--- src/rtl/ovi_bridge_if.sv ---
// Core/VPU-facing bus bundle for the OVI bridge; field layouts are documented on ovi_bridge.
// The slave modport is the bridge side, the master modport is the core/VPU environment side.
interface ovi_bridge_if;
    logic [136:0] CORE_ISSUE;
    logic         CORE_HALT;
    logic [90:0]  CORE_COMPLETED;
    logic [141:0] VPU_ISSUE;
    logic         VPU_ISSUE_CREDIT;
    logic [6:0]   VPU_DISPATCH;
    logic [90:0]  VPU_COMPLETED;
    logic         VPU_SYNC_START;
    logic [20:0]  VPU_MEMOP;
    logic [611:0] VPU_LOAD;
    logic [512:0] VPU_STORE;
    logic         VPU_STORE_CREDIT;
    logic [66:0]  VPU_MASK_IDX;
    logic         VPU_MASK_IDX_CREDIT;

    modport slave (
        input  CORE_ISSUE, VPU_ISSUE_CREDIT, VPU_COMPLETED, VPU_SYNC_START,
               VPU_STORE, VPU_MASK_IDX,
        output CORE_HALT, CORE_COMPLETED, VPU_ISSUE, VPU_DISPATCH, VPU_MEMOP,
               VPU_LOAD, VPU_STORE_CREDIT, VPU_MASK_IDX_CREDIT
    );

    modport master (
        output CORE_ISSUE, VPU_ISSUE_CREDIT, VPU_COMPLETED, VPU_SYNC_START,
               VPU_STORE, VPU_MASK_IDX,
        input  CORE_HALT, CORE_COMPLETED, VPU_ISSUE, VPU_DISPATCH, VPU_MEMOP,
               VPU_LOAD, VPU_STORE_CREDIT, VPU_MASK_IDX_CREDIT
    );
endinterface

--- src/rtl/ovi_bridge.sv ---
// OVI adapter: core issue -> VPU issue/dispatch, completion return, memory/store/mask handshake closure.
// Issue 1 cycle, dispatch 2, all other responses 1; core is halted on no credits, full scoreboard or full memq.
module ovi_bridge #(
    parameter int INIT_ISSUE_CREDITS = 0,
    parameter int SB_DEPTH           = 32,
    parameter int MEMQ_DEPTH         = 8
) (
    input  logic        CLK,
    input  logic        RESET,
    ovi_bridge_if.slave bus
);
    localparam int PTR_W = (MEMQ_DEPTH > 1) ? $clog2(MEMQ_DEPTH) : 1;
    localparam int CNT_W = $clog2(MEMQ_DEPTH + 1);

    typedef struct packed {
        logic        vld;
        logic [31:0] instr;
        logic [63:0] scalar_opnd;
        logic [39:0] vcsr;
    } core_issue_t;

    typedef struct packed {
        logic        vld;
        logic [31:0] instr;
        logic [4:0]  sb_id;
        logic [63:0] scalar_opnd;
        logic [39:0] vcsr;
    } vpu_issue_t;

    core_issue_t iss;
    vpu_issue_t  issue_q;

    logic [5:0]       credits;
    logic [5:0]       outstanding;
    logic [4:0]       next_sb;
    logic [4:0]       memq [MEMQ_DEPTH];
    logic [PTR_W-1:0] wr_ptr;
    logic [PTR_W-1:0] rd_ptr;
    logic [CNT_W-1:0] memq_cnt;

    logic        disp_vld;
    logic [4:0]  disp_sb;
    logic [90:0] cmp_q;
    logic        memop_vld;
    logic [4:0]  memop_sb;
    logic        st_credit;
    logic        mk_credit;

    logic core_halt, accept, push, pop, memq_empty, cmp_vld, cmp_dec;
    logic unused_bits;

    assign iss        = bus.CORE_ISSUE;
    assign memq_empty = (memq_cnt == '0);
    assign core_halt  = (credits == 6'd0) || (outstanding == 6'(SB_DEPTH))
                     || (memq_cnt == CNT_W'(MEMQ_DEPTH));
    assign accept     = iss.vld && !core_halt && !RESET;
    assign push       = accept && ((iss.instr[6:0] == 7'b0000111) || (iss.instr[6:0] == 7'b0100111));
    assign pop        = bus.VPU_SYNC_START && !memq_empty;
    assign cmp_vld    = bus.VPU_COMPLETED[90];
    // Guards against a stray completion driving outstanding below zero.
    assign cmp_dec    = cmp_vld && ((outstanding != 6'd0) || accept);
    assign unused_bits = ^{bus.VPU_STORE[511:0], bus.VPU_MASK_IDX[65:0]};

    always_ff @(posedge CLK) begin
        if (push) begin
            memq[wr_ptr] <= next_sb;
        end
    end

    always_ff @(posedge CLK) begin
        if (RESET) begin
            credits     <= 6'(INIT_ISSUE_CREDITS);
            outstanding <= '0;
            next_sb     <= '0;
            wr_ptr      <= '0;
            rd_ptr      <= '0;
            memq_cnt    <= '0;
            issue_q     <= '0;
            disp_vld    <= 1'b0;
            disp_sb     <= '0;
            cmp_q       <= '0;
            memop_vld   <= 1'b0;
            memop_sb    <= '0;
            st_credit   <= 1'b0;
            mk_credit   <= 1'b0;
        end else begin
            case ({accept, bus.VPU_ISSUE_CREDIT})
                2'b10:   credits <= credits - 6'd1;
                2'b01:   credits <= (credits == 6'd63) ? credits : credits + 6'd1;
                default: credits <= credits;
            endcase

            if (accept && !cmp_dec) begin
                outstanding <= outstanding + 6'd1;
            end else if (!accept && cmp_dec) begin
                outstanding <= outstanding - 6'd1;
            end

            issue_q.vld <= accept;
            if (accept) begin
                issue_q.instr       <= iss.instr;
                issue_q.sb_id       <= next_sb;
                issue_q.scalar_opnd <= iss.scalar_opnd;
                issue_q.vcsr        <= iss.vcsr;
                next_sb             <= next_sb + 5'd1;
            end

            // Everything is non-speculative, so each issue is followed by a senior dispatch.
            disp_vld <= issue_q.vld;
            disp_sb  <= issue_q.vld ? issue_q.sb_id : 5'd0;

            cmp_q <= cmp_vld ? bus.VPU_COMPLETED : 91'd0;

            if (push) begin
                wr_ptr <= (wr_ptr == PTR_W'(MEMQ_DEPTH - 1)) ? '0 : wr_ptr + 1'b1;
            end
            if (pop) begin
                rd_ptr <= (rd_ptr == PTR_W'(MEMQ_DEPTH - 1)) ? '0 : rd_ptr + 1'b1;
            end
            if (push && !pop) begin
                memq_cnt <= memq_cnt + 1'b1;
            end else if (pop && !push) begin
                memq_cnt <= memq_cnt - 1'b1;
            end

            memop_vld <= bus.VPU_SYNC_START;
            memop_sb  <= pop ? memq[rd_ptr] : 5'd0;

            st_credit <= bus.VPU_STORE[512];
            mk_credit <= bus.VPU_MASK_IDX[66];
        end
    end

    assign bus.CORE_HALT           = core_halt;
    assign bus.VPU_ISSUE           = issue_q;
    assign bus.VPU_DISPATCH        = {1'b0, disp_vld, disp_sb};
    assign bus.CORE_COMPLETED      = cmp_q;
    assign bus.VPU_MEMOP           = {memop_vld, memop_sb, 15'd0};
    assign bus.VPU_LOAD            = '0;
    assign bus.VPU_STORE_CREDIT    = st_credit;
    assign bus.VPU_MASK_IDX_CREDIT = mk_credit;
endmodule

--- src/flat_wrapper.sv ---
// flat-port wrapper written by rule: the top's interface ports become plain ports
module ovi_bridge_flat 
#(
    parameter int INIT_ISSUE_CREDITS = 0,
    parameter int SB_DEPTH           = 32,
    parameter int MEMQ_DEPTH         = 8
)
  (CLK, RESET, bus_CORE_ISSUE, bus_VPU_ISSUE_CREDIT, bus_VPU_COMPLETED, bus_VPU_SYNC_START, bus_VPU_STORE, bus_VPU_MASK_IDX, bus_CORE_HALT, bus_CORE_COMPLETED, bus_VPU_ISSUE, bus_VPU_DISPATCH, bus_VPU_MEMOP, bus_VPU_LOAD, bus_VPU_STORE_CREDIT, bus_VPU_MASK_IDX_CREDIT);
  ovi_bridge_if bus_i ();
  input  logic CLK;
  input  logic RESET;
  input wire logic [$bits(bus_i.CORE_ISSUE)-1:0] bus_CORE_ISSUE;
  input wire logic [$bits(bus_i.VPU_ISSUE_CREDIT)-1:0] bus_VPU_ISSUE_CREDIT;
  input wire logic [$bits(bus_i.VPU_COMPLETED)-1:0] bus_VPU_COMPLETED;
  input wire logic [$bits(bus_i.VPU_SYNC_START)-1:0] bus_VPU_SYNC_START;
  input wire logic [$bits(bus_i.VPU_STORE)-1:0] bus_VPU_STORE;
  input wire logic [$bits(bus_i.VPU_MASK_IDX)-1:0] bus_VPU_MASK_IDX;
  output wire logic [$bits(bus_i.CORE_HALT)-1:0] bus_CORE_HALT;
  output wire logic [$bits(bus_i.CORE_COMPLETED)-1:0] bus_CORE_COMPLETED;
  output wire logic [$bits(bus_i.VPU_ISSUE)-1:0] bus_VPU_ISSUE;
  output wire logic [$bits(bus_i.VPU_DISPATCH)-1:0] bus_VPU_DISPATCH;
  output wire logic [$bits(bus_i.VPU_MEMOP)-1:0] bus_VPU_MEMOP;
  output wire logic [$bits(bus_i.VPU_LOAD)-1:0] bus_VPU_LOAD;
  output wire logic [$bits(bus_i.VPU_STORE_CREDIT)-1:0] bus_VPU_STORE_CREDIT;
  output wire logic [$bits(bus_i.VPU_MASK_IDX_CREDIT)-1:0] bus_VPU_MASK_IDX_CREDIT;
  assign bus_i.CORE_ISSUE = bus_CORE_ISSUE;
  assign bus_i.VPU_ISSUE_CREDIT = bus_VPU_ISSUE_CREDIT;
  assign bus_i.VPU_COMPLETED = bus_VPU_COMPLETED;
  assign bus_i.VPU_SYNC_START = bus_VPU_SYNC_START;
  assign bus_i.VPU_STORE = bus_VPU_STORE;
  assign bus_i.VPU_MASK_IDX = bus_VPU_MASK_IDX;
  assign bus_CORE_HALT = bus_i.CORE_HALT;
  assign bus_CORE_COMPLETED = bus_i.CORE_COMPLETED;
  assign bus_VPU_ISSUE = bus_i.VPU_ISSUE;
  assign bus_VPU_DISPATCH = bus_i.VPU_DISPATCH;
  assign bus_VPU_MEMOP = bus_i.VPU_MEMOP;
  assign bus_VPU_LOAD = bus_i.VPU_LOAD;
  assign bus_VPU_STORE_CREDIT = bus_i.VPU_STORE_CREDIT;
  assign bus_VPU_MASK_IDX_CREDIT = bus_i.VPU_MASK_IDX_CREDIT;
  ovi_bridge #(.INIT_ISSUE_CREDITS(INIT_ISSUE_CREDITS), .SB_DEPTH(SB_DEPTH), .MEMQ_DEPTH(MEMQ_DEPTH)) u_core (.CLK(CLK), .RESET(RESET), .bus(bus_i));
endmodule
--- config.mk ---
export PLATFORM = sky130hd
export DESIGN_NAME = ovi_bridge_flat
export DESIGN_NICKNAME = d
export VERILOG_FILES = /design/src/rtl/ovi_bridge_if.sv /design/src/rtl/ovi_bridge.sv /design/src/flat_wrapper.sv
export SDC_FILE = /design/constraint.sdc
export NUM_CORES = 1
export LEC_CHECK = 0
export ABC_AREA = 1
export CAP_MARGIN = 20
export CELL_PAD_IN_SITES_DETAIL_PLACEMENT = 1
export CELL_PAD_IN_SITES_GLOBAL_PLACEMENT = 2
export CORE_AREA = 2 2 659 661
export CTS_CLUSTER_SIZE = 20
export DETAILED_ROUTE_END_ITERATION = 6
export DIE_AREA = 0 0 661 663
export GPL_TIMING_DRIVEN = 0
export PLACE_DENSITY = 0.43
export SLEW_MARGIN = 20
export SYNTH_ARGS = -nofsm -noshare
export SYNTH_HDL_FRONTEND = slang
export SYNTH_SLANG_ARGS = --single-unit
--- constraint.sdc ---
create_clock -name CLK -period 3.2 [get_ports CLK]
set_clock_uncertainty 0.1 [all_clocks]
set_input_delay 0.96 -clock CLK [delete_from_list [all_inputs] [get_ports CLK]]
set_output_delay 0.96 -clock CLK [all_outputs]
set_load 0.02 [all_outputs]
==> reports/summary.txt, run 1 <==
Cell area after layout - 0.03207 sq mm
Dpl hpwl - 78.04 mm
Worst hold path type - flop to flop
Die Span Y - 663 microns
Leak - 0.01354 uW
Compound-cell area share of the yosys netlist - 0.03081
Worst-skew pair later-pin latency - 0.67 ns
First-pass GRT wire length - 120.1 mm
Period utilization - 0.9523
Worst setup path startpoint - bus_CORE_ISSUE[110]
Largest family of logic cells by synthesized area - buffers and inverters
Synth Area in Adders - 0.01647
Reg2Reg Depth - 14
Worst reg2reg path endpoint - u_core.credits[5]
Post-layout util - 0.07422
Placeable Area - 0.4321 sq mm
Crit. End Element - flop
Post-Synth Simple-Gate Area - 0.1715
Reg clk slew, reported paths - 0.06 ns
Post-synthesis register bit count - 314
XOR/XNOR share of the synthesized area - 0.003881
Proportion of synthesized area in mux cells - 0
Place WS - -2.145 ns
Post-route setup TNS - 0 ns
Hold slack - 0.3689 ns
Top post-synthesis cells by area - dfxtp_1 35%, buf_4 30%, edfxtp_1 7.6%
Vias per std cell - 1.596
Endpoints failing hold - 0
Worst Setup Start Kind - input port
WL/cell - 10.40 microns
Synth warn - 0
Num ports - 1688
PD cells - 520.0 mW/mm^2
CTS tree - built
Hold buffer count at CTS - 0
Starting DRT DRC Count - 348
Starting Density - 0.03656
Maximum vdd drop - 0.0004178 V
Die Footprint - 0.4382 sq mm
Mapped Area - 0.01580 sq mm
Fmax - 328.1 MHz
Worst Tran Pin Value - 0.7615 ns
Final min period - 3.047 ns
GP Congestion - 0.6895
Synth-to-Final Area Change - 103.0%
Layout cells sized above 1 - 0.2538
Max-slew violation count - 0
Top cell type's share of synthesized area - 0.3472
CP arrival - 3.50 ns
Max clock buf depth - 3
Crit Reg-Reg Startpoint - u_core.outstanding[0]
Layout Nets - 3912
Register area share after synthesis - 0.4232
Vias - 14.15k
DIE WIDTH - 661 microns
Site row count - 242
Leading area contributor after synthesis - dfxtp_1
Unique masters post-synth - 33
Largest net degree at the start of global routing - 14
Final setup margin - 0.1525 ns
Status - complete, no violations
H-tree depth - 2
Antenna violations before repair - 17
Syn avg cell area - 8.254 sq um
Dpl cell area - 0.03031 sq mm
Clock Tree Root - clkbuf_16
DRC - 0
GRT Overall Usage - 0.04030
IO buf count - 480
Vias in the first global route - 14.34k
Sink Count - 314
1st-pass router iterations - 4
CTS Buf Count - 48
ANT nets after route - 0
Final wirelength - 92.20 mm
Relative slew slack - 0.4881
Max cap viols - 0
Crit Path Category - input port to flop
CP Data Required Time - 3.65 ns
Final setup viols - 0
Grt ovf - 0
Worst setup endpoint - u_core.memq_cnt[3]
Flop-to-flop setup slack - 0.37 ns
CP max FO - 3
Cells after Synth - 1914
## state kept, by name, indices dropped and copies added, names as in the netlist, 5 cells and up
| signal | count |
|---|---|
| u_core.bus.CORE_COMPLETED | 91 |
| u_core.bus.VPU_ISSUE | 142 |
| u_core.credits | 6 |
| u_core.disp_sb | 5 |
| u_core.memop_sb | 5 |
| u_core.memq | 40 |
| u_core.next_sb | 5 |
| u_core.outstanding | 6 |
## power by group
part           switching, uW  internal [uW]  leakage [uW]
clock                   2450           3200      0.000781
sequential               410           4590       0.00264
combinational           3710           2310        0.0101
total                   6570          10100        0.0135
## critical path, stage by stage
cell	delay (ns)
clkdlybuf4s50_1	0.47
inv_2	0.11
nand3_4	0.23
nor3_4	0.30
nand3_4	0.10
inv_1	0.10
ha_2	0.19
inv_1	0.08
ha_1	0.27
nand2_1	0.07
nand2_1	0.06
a21oi_2	0.15
nor2_1	0.05
nor2_1	0.08
nand2_1	0.08
o21ai_1	0.13
a21oi_1	0.06
## worst min path at each step
stage | slack [ns] | to | startpoint | cells after the start
2_1_floorplan | 0.36 | u_core.memq_cnt[3] | u_core.memq_cnt[3] | 2
3_3_place_gp | 0.36 | u_core.bus.VPU_ISSUE[122] | u_core.bus.VPU_ISSUE[122] | 2
3_5_place_dp | 0.36 | u_core.bus.VPU_ISSUE[9] | u_core.bus.VPU_ISSUE[9] | 2
4_1_cts | 0.37 | u_core.bus.VPU_ISSUE[9] | u_core.bus.VPU_ISSUE[9] | 2
5_1_grt | 0.38 | u_core.bus.VPU_ISSUE[8] | u_core.bus.VPU_ISSUE[8] | 2
6_report | 0.37 | u_core.bus.VPU_ISSUE[64] | u_core.bus.VPU_ISSUE[64] | 2
## cells by family (layout without fill, tap and decap cells)
family / count (synthesis) / count (layout)
other: 1 / 637
and+or+nand+nor: 650 / 650
AOI/OAI and AO/OA: 90 / 90
adders and majority gates: 19 / 19
buffers and inverters: 833 / 1413
xor gates and xnor gates: 7 / 7
DFF: 314 / 314
## per-stage QoR
step	std cells	total power (uW)
floorplan	2541	8402
global placement	8755	11200
detailed placement	8763	11250
CTS	8853	17290
global route	8855	17860
finish	8864	16680
## metal layers
metal,track usage,part of all wire,vias to the layer above
met1,0.03596,0.32,6506
met4,0.01558,0.038,0
li1,-,-,7069
met5,0,0,-
met2,0.08334,0.58,488
met3,0.01095,0.064,86
## synth_stat cells, drive strengths merged
master and number:
inv 137, nand2 296, a21oi 20, o21a 1, nand4 3, o21ai 48, nor2 174, edfxtp 40
or2 1, conb 1, dfxtp 274, fa 3, o22ai 10, nand3 153, ha 16, nand3b 4
xor2 7, nor3 15, o21bai 5, a31oi 5, nor4 4, clkbuf 37, o31ai 1, buf 658
clkinv 1
## repair_timing
action	in CTS	in global routing
buffers inserted	0	2
resized for setup	19	21
pin swaps	0	3
gates cloned	0	0
setup endpoints to repair	130	6
## layout make-up
class                           count  area [sq um]
Multi-Input combinational cell   1394          6000
Timing Repair Buffer              490          4951
Inverter                          138         518.0
Buffer                            695          5107
Fill cell                       51724        400000
Tap cell                         5734          7174
Clock inverter                     28         279.0
Antenna cell                        9         22.52
Clock buffer                       62          1325
Sequential cell                   314          6690
## placed cells by master, fill, tap and decap left out, types with 40 or more instances in the layout
| cell type | instances |
|---|---|
| clkdlybuf4s50_1 | 476 |
| nand2_1 | 293 |
| dfxtp_1 | 271 |
| nand3_1 | 150 |
| o21ai_0 | 46 |
| conb_1 | 628 |
| clkbuf_16 | 49 |
| edfxtp_1 | 40 |
| buf_4 | 636 |
| nor2_1 | 173 |
| inv_1 | 132 |
(Power assumes the default switching activity.)
==> run 2, diff against run 1 <==
--- a/config.mk
+++ b/config.mk
@@ -10,8 +10,8 @@
 export CELL_PAD_IN_SITES_DETAIL_PLACEMENT = 1
 export CELL_PAD_IN_SITES_GLOBAL_PLACEMENT = 2
-export CORE_AREA = 2 2 659 661
+export CORE_AREA = 3 3 660 662
 export CTS_CLUSTER_SIZE = 20
 export DETAILED_ROUTE_END_ITERATION = 6
-export DIE_AREA = 0 0 661 663
+export DIE_AREA = 0 0 663 665
 export GPL_TIMING_DRIVEN = 0
 export PLACE_DENSITY = 0.43
==> constraint.sdc (replaced) <==
create_clock -name CLK -period 3.2 [get_ports CLK]
set_clock_uncertainty 0.1 [all_clocks]
set_input_delay 0.96 -clock CLK [delete_from_list [all_inputs] [get_ports CLK]]
set_output_delay 0.96 -clock CLK [all_outputs]
set_load 0.005 [all_outputs]
==> run 2 against run 1 <==
Effect of this change:
- critical path depth unchanged
- final cell count decreased by 0.36%
- die area increased by 0.61%
- critical endpoint unchanged
- largest cell class unchanged
- highest routed layer unchanged
==> reports/summary.txt, run 2 (synthesis gave the netlist of run 1 again) <==
CP Data Required Time - 3.63 ns (-0.02 ns)
Post-route setup TNS - 0 ns (unchanged)
Die Footprint - 0.4409 sq mm (+0.61%)
Endpoints failing hold - 0 (unchanged)
Starting DRT DRC Count - 350 (+0.57%)
WL/cell - 10.77 microns (+3.5%)
Vias - 14.22k (+0.47%)
Num ports - 1688 (unchanged)
Final setup viols - 0 (unchanged)
1st-pass router iterations - 4 (unchanged)
Worst setup path startpoint - bus_CORE_ISSUE[110]
Launch point of the worst hold path - u_core.bus.VPU_ISSUE[108]
Antenna violations before repair - 18 (+1)
Maximum vdd drop - 0.0004531 V (+8.5%)
CP max FO - 5 (+2)
Max-slew violation count - 0 (unchanged)
Crit Path Category - input port to flop
Clock Tree Root - clkbuf_16
Max cap viols - 0 (unchanged)
Largest stage delay, worst path - 0.47 ns (about the same)
First-pass GRT wire length - 124.5 mm (+3.7%)
Vias in the first global route - 14.62k (+2.0%)
Reg area - 0.006690 sq mm (unchanged)
CP max stage cell - clkdlybuf4s50_1
Final setup margin - 0.1009 ns (-0.05159 ns)
Final min period - 3.099 ns (+0.05159 ns)
ANT nets after route - 0 (unchanged)
Place WS - -1.580 ns (+0.5650 ns)
Site row count - 241 (-0.41%)
Final wirelength - 95.10 mm (+3.1%)
GP Congestion - 0.6758 (-2.0%)
CP cell instances - clkdlybuf4s50_1 -> inv_2 -> nand3_4 -> nor3_4 -> nand3_4 -> inv_2 -> ha_1 -> inv_1 -> ha_1 -> nand2_1 -> nand2_1 -> a21oi_1 -> nor2_1 -> nor2_1 -> nand2_1 -> o21ai_0 -> a21oi_1
H-tree depth - 2 (unchanged)
CTS Buf Count - 48 (unchanged)
Worst-skew pair later-pin latency - 0.64 ns (-0.03 ns)
CP arrival - 3.52 ns (+0.02 ns)
Layout Nets - 3912 (unchanged)
Crit Reg-Reg Startpoint - u_core.memq_cnt[1]
Crit path max-delay family - simple AND/OR/NAND/NOR gates
Reg clk slew, reported paths - 0.05 ns (about the same)
Max reg flops - 142 (unchanged)
Placeable Area - 0.4303 sq mm (-0.41%)
Die Span Y - 665 microns (+0.30%)
Worst Setup Start Kind - input port
Max clock buf depth - 3 (unchanged)
Relative slew slack - 0.3811 (-0.1070)
Largest net degree at the start of global routing - 13 (-1)
CTS tree - built
Synth-to-Final Area Change - 101.7%
Fmax - 322.7 MHz (-1.7%)
Hold buffer count at CTS - 0 (unchanged)
Fill count - 51.51k (-0.42%)
Leak - 0.01346 uW (-0.56%)
Crit. End Element - flop
Starting Density - 0.03672 (+0.0001517)
Worst hold path type - flop to flop
Vias per std cell - 1.609 (+0.83%)
Layout cells sized above 1 - 0.2515 (-0.002241)
Grt ovf - 0 (unchanged)
Sink Count - 314 (unchanged)
Most common library cell in the layout ignoring fill and taps - buf_4
Worst Tran Pin Value - 0.9213 ns (+0.1598 ns)
Crit path top cell by count - nand2_1
Period utilization - 0.9685 (+0.01612)
Status - complete, no violations
Dpl hpwl - 81.39 mm (+4.3%)
Worst path bufs/invs - 4 (unchanged)
DRC - 0 (unchanged)
IO buf count - 480 (unchanged)
Multi-input logic area - 0.005954 sq mm (-0.75%)
Most frequent cells in the layout - 638 x buf_4, 628 x conb_1, 477 x clkdlybuf4s50_1, 292 x nand2_1, 271 x dfxtp_1
PD cells - 483.2 mW/mm^2 (-7.1%)
DIE WIDTH - 663 microns (+0.30%)
GRT Overall Usage - 0.04134 (+0.001036)
-- run 2: stage by stage --
stage,util,hold WS (ns),instance area [sq um],cells,total power [uW]
5_1_grt,0.07405,0.3898,31860,8828,16650
4_1_cts,0.07390,0.3694,31800,8823,16100
3_5_place_dp,0.07020,0.3609,30210,8736,10270
2_1_floorplan,-,0.3379,18150,2541,7343
6_report,0.07407,0.3675,31870,8832,15400
3_3_place_gp,0.06996,0.3593,30100,8731,10220
-- run 2: repair_timing --
item	4_1_cts	5_1_grt
pin swaps	0	3
resized for setup	18	12
setup buffers	1	4
endpoints found under the setup margin	84	14
-- run 2: worst reg2reg max path: cells and delay by family (launching register included) --
kind	cells	cell delay [ns]
AOI/OAI and AO/OA	3	0.50
and+or+nand+nor	9	1.07
buffers and inverters	2	0.35
adders and majority gates	1	0.38
DFF	1	0.41
-- run 2: worst paths after layout --
check / endpoint / slack (ns) / cells after the start
worst max-delay path: u_core.memq_cnt[3] / 0.10 / 17
worst min-delay path: u_core.disp_sb[4] / 0.37 / 2
worst max register to register: u_core.outstanding[5] / 0.29 / 15
worst min register to register: u_core.disp_sb[4] / 0.37 / 2
-- run 2: per-layer routing --
layer / track usage / share of wire
met4: 0.01268 / 0.031
met2: 0.08436 / 0.57
met5: 0 / 0
met3: 0.01292 / 0.068
met1: 0.03824 / 0.33
-- run 2: cell type report --
type	count	area share
Multi-Input combinational cell	1394	0.1868
Tap cell	5710	0.2241
Clock buffer	67	0.04314
Antenna cell	5	0.0003926
Clock inverter	19	0.005496
Sequential cell	314	0.2099
Buffer	695	0.1599
Timing Repair Buffer	490	0.1538
Inverter	138	0.01637
-- run 2: where the power goes --
part           switching, uW  internal, uW
logic                   2750          2250
clock network           2260          3150
registers                399          4590
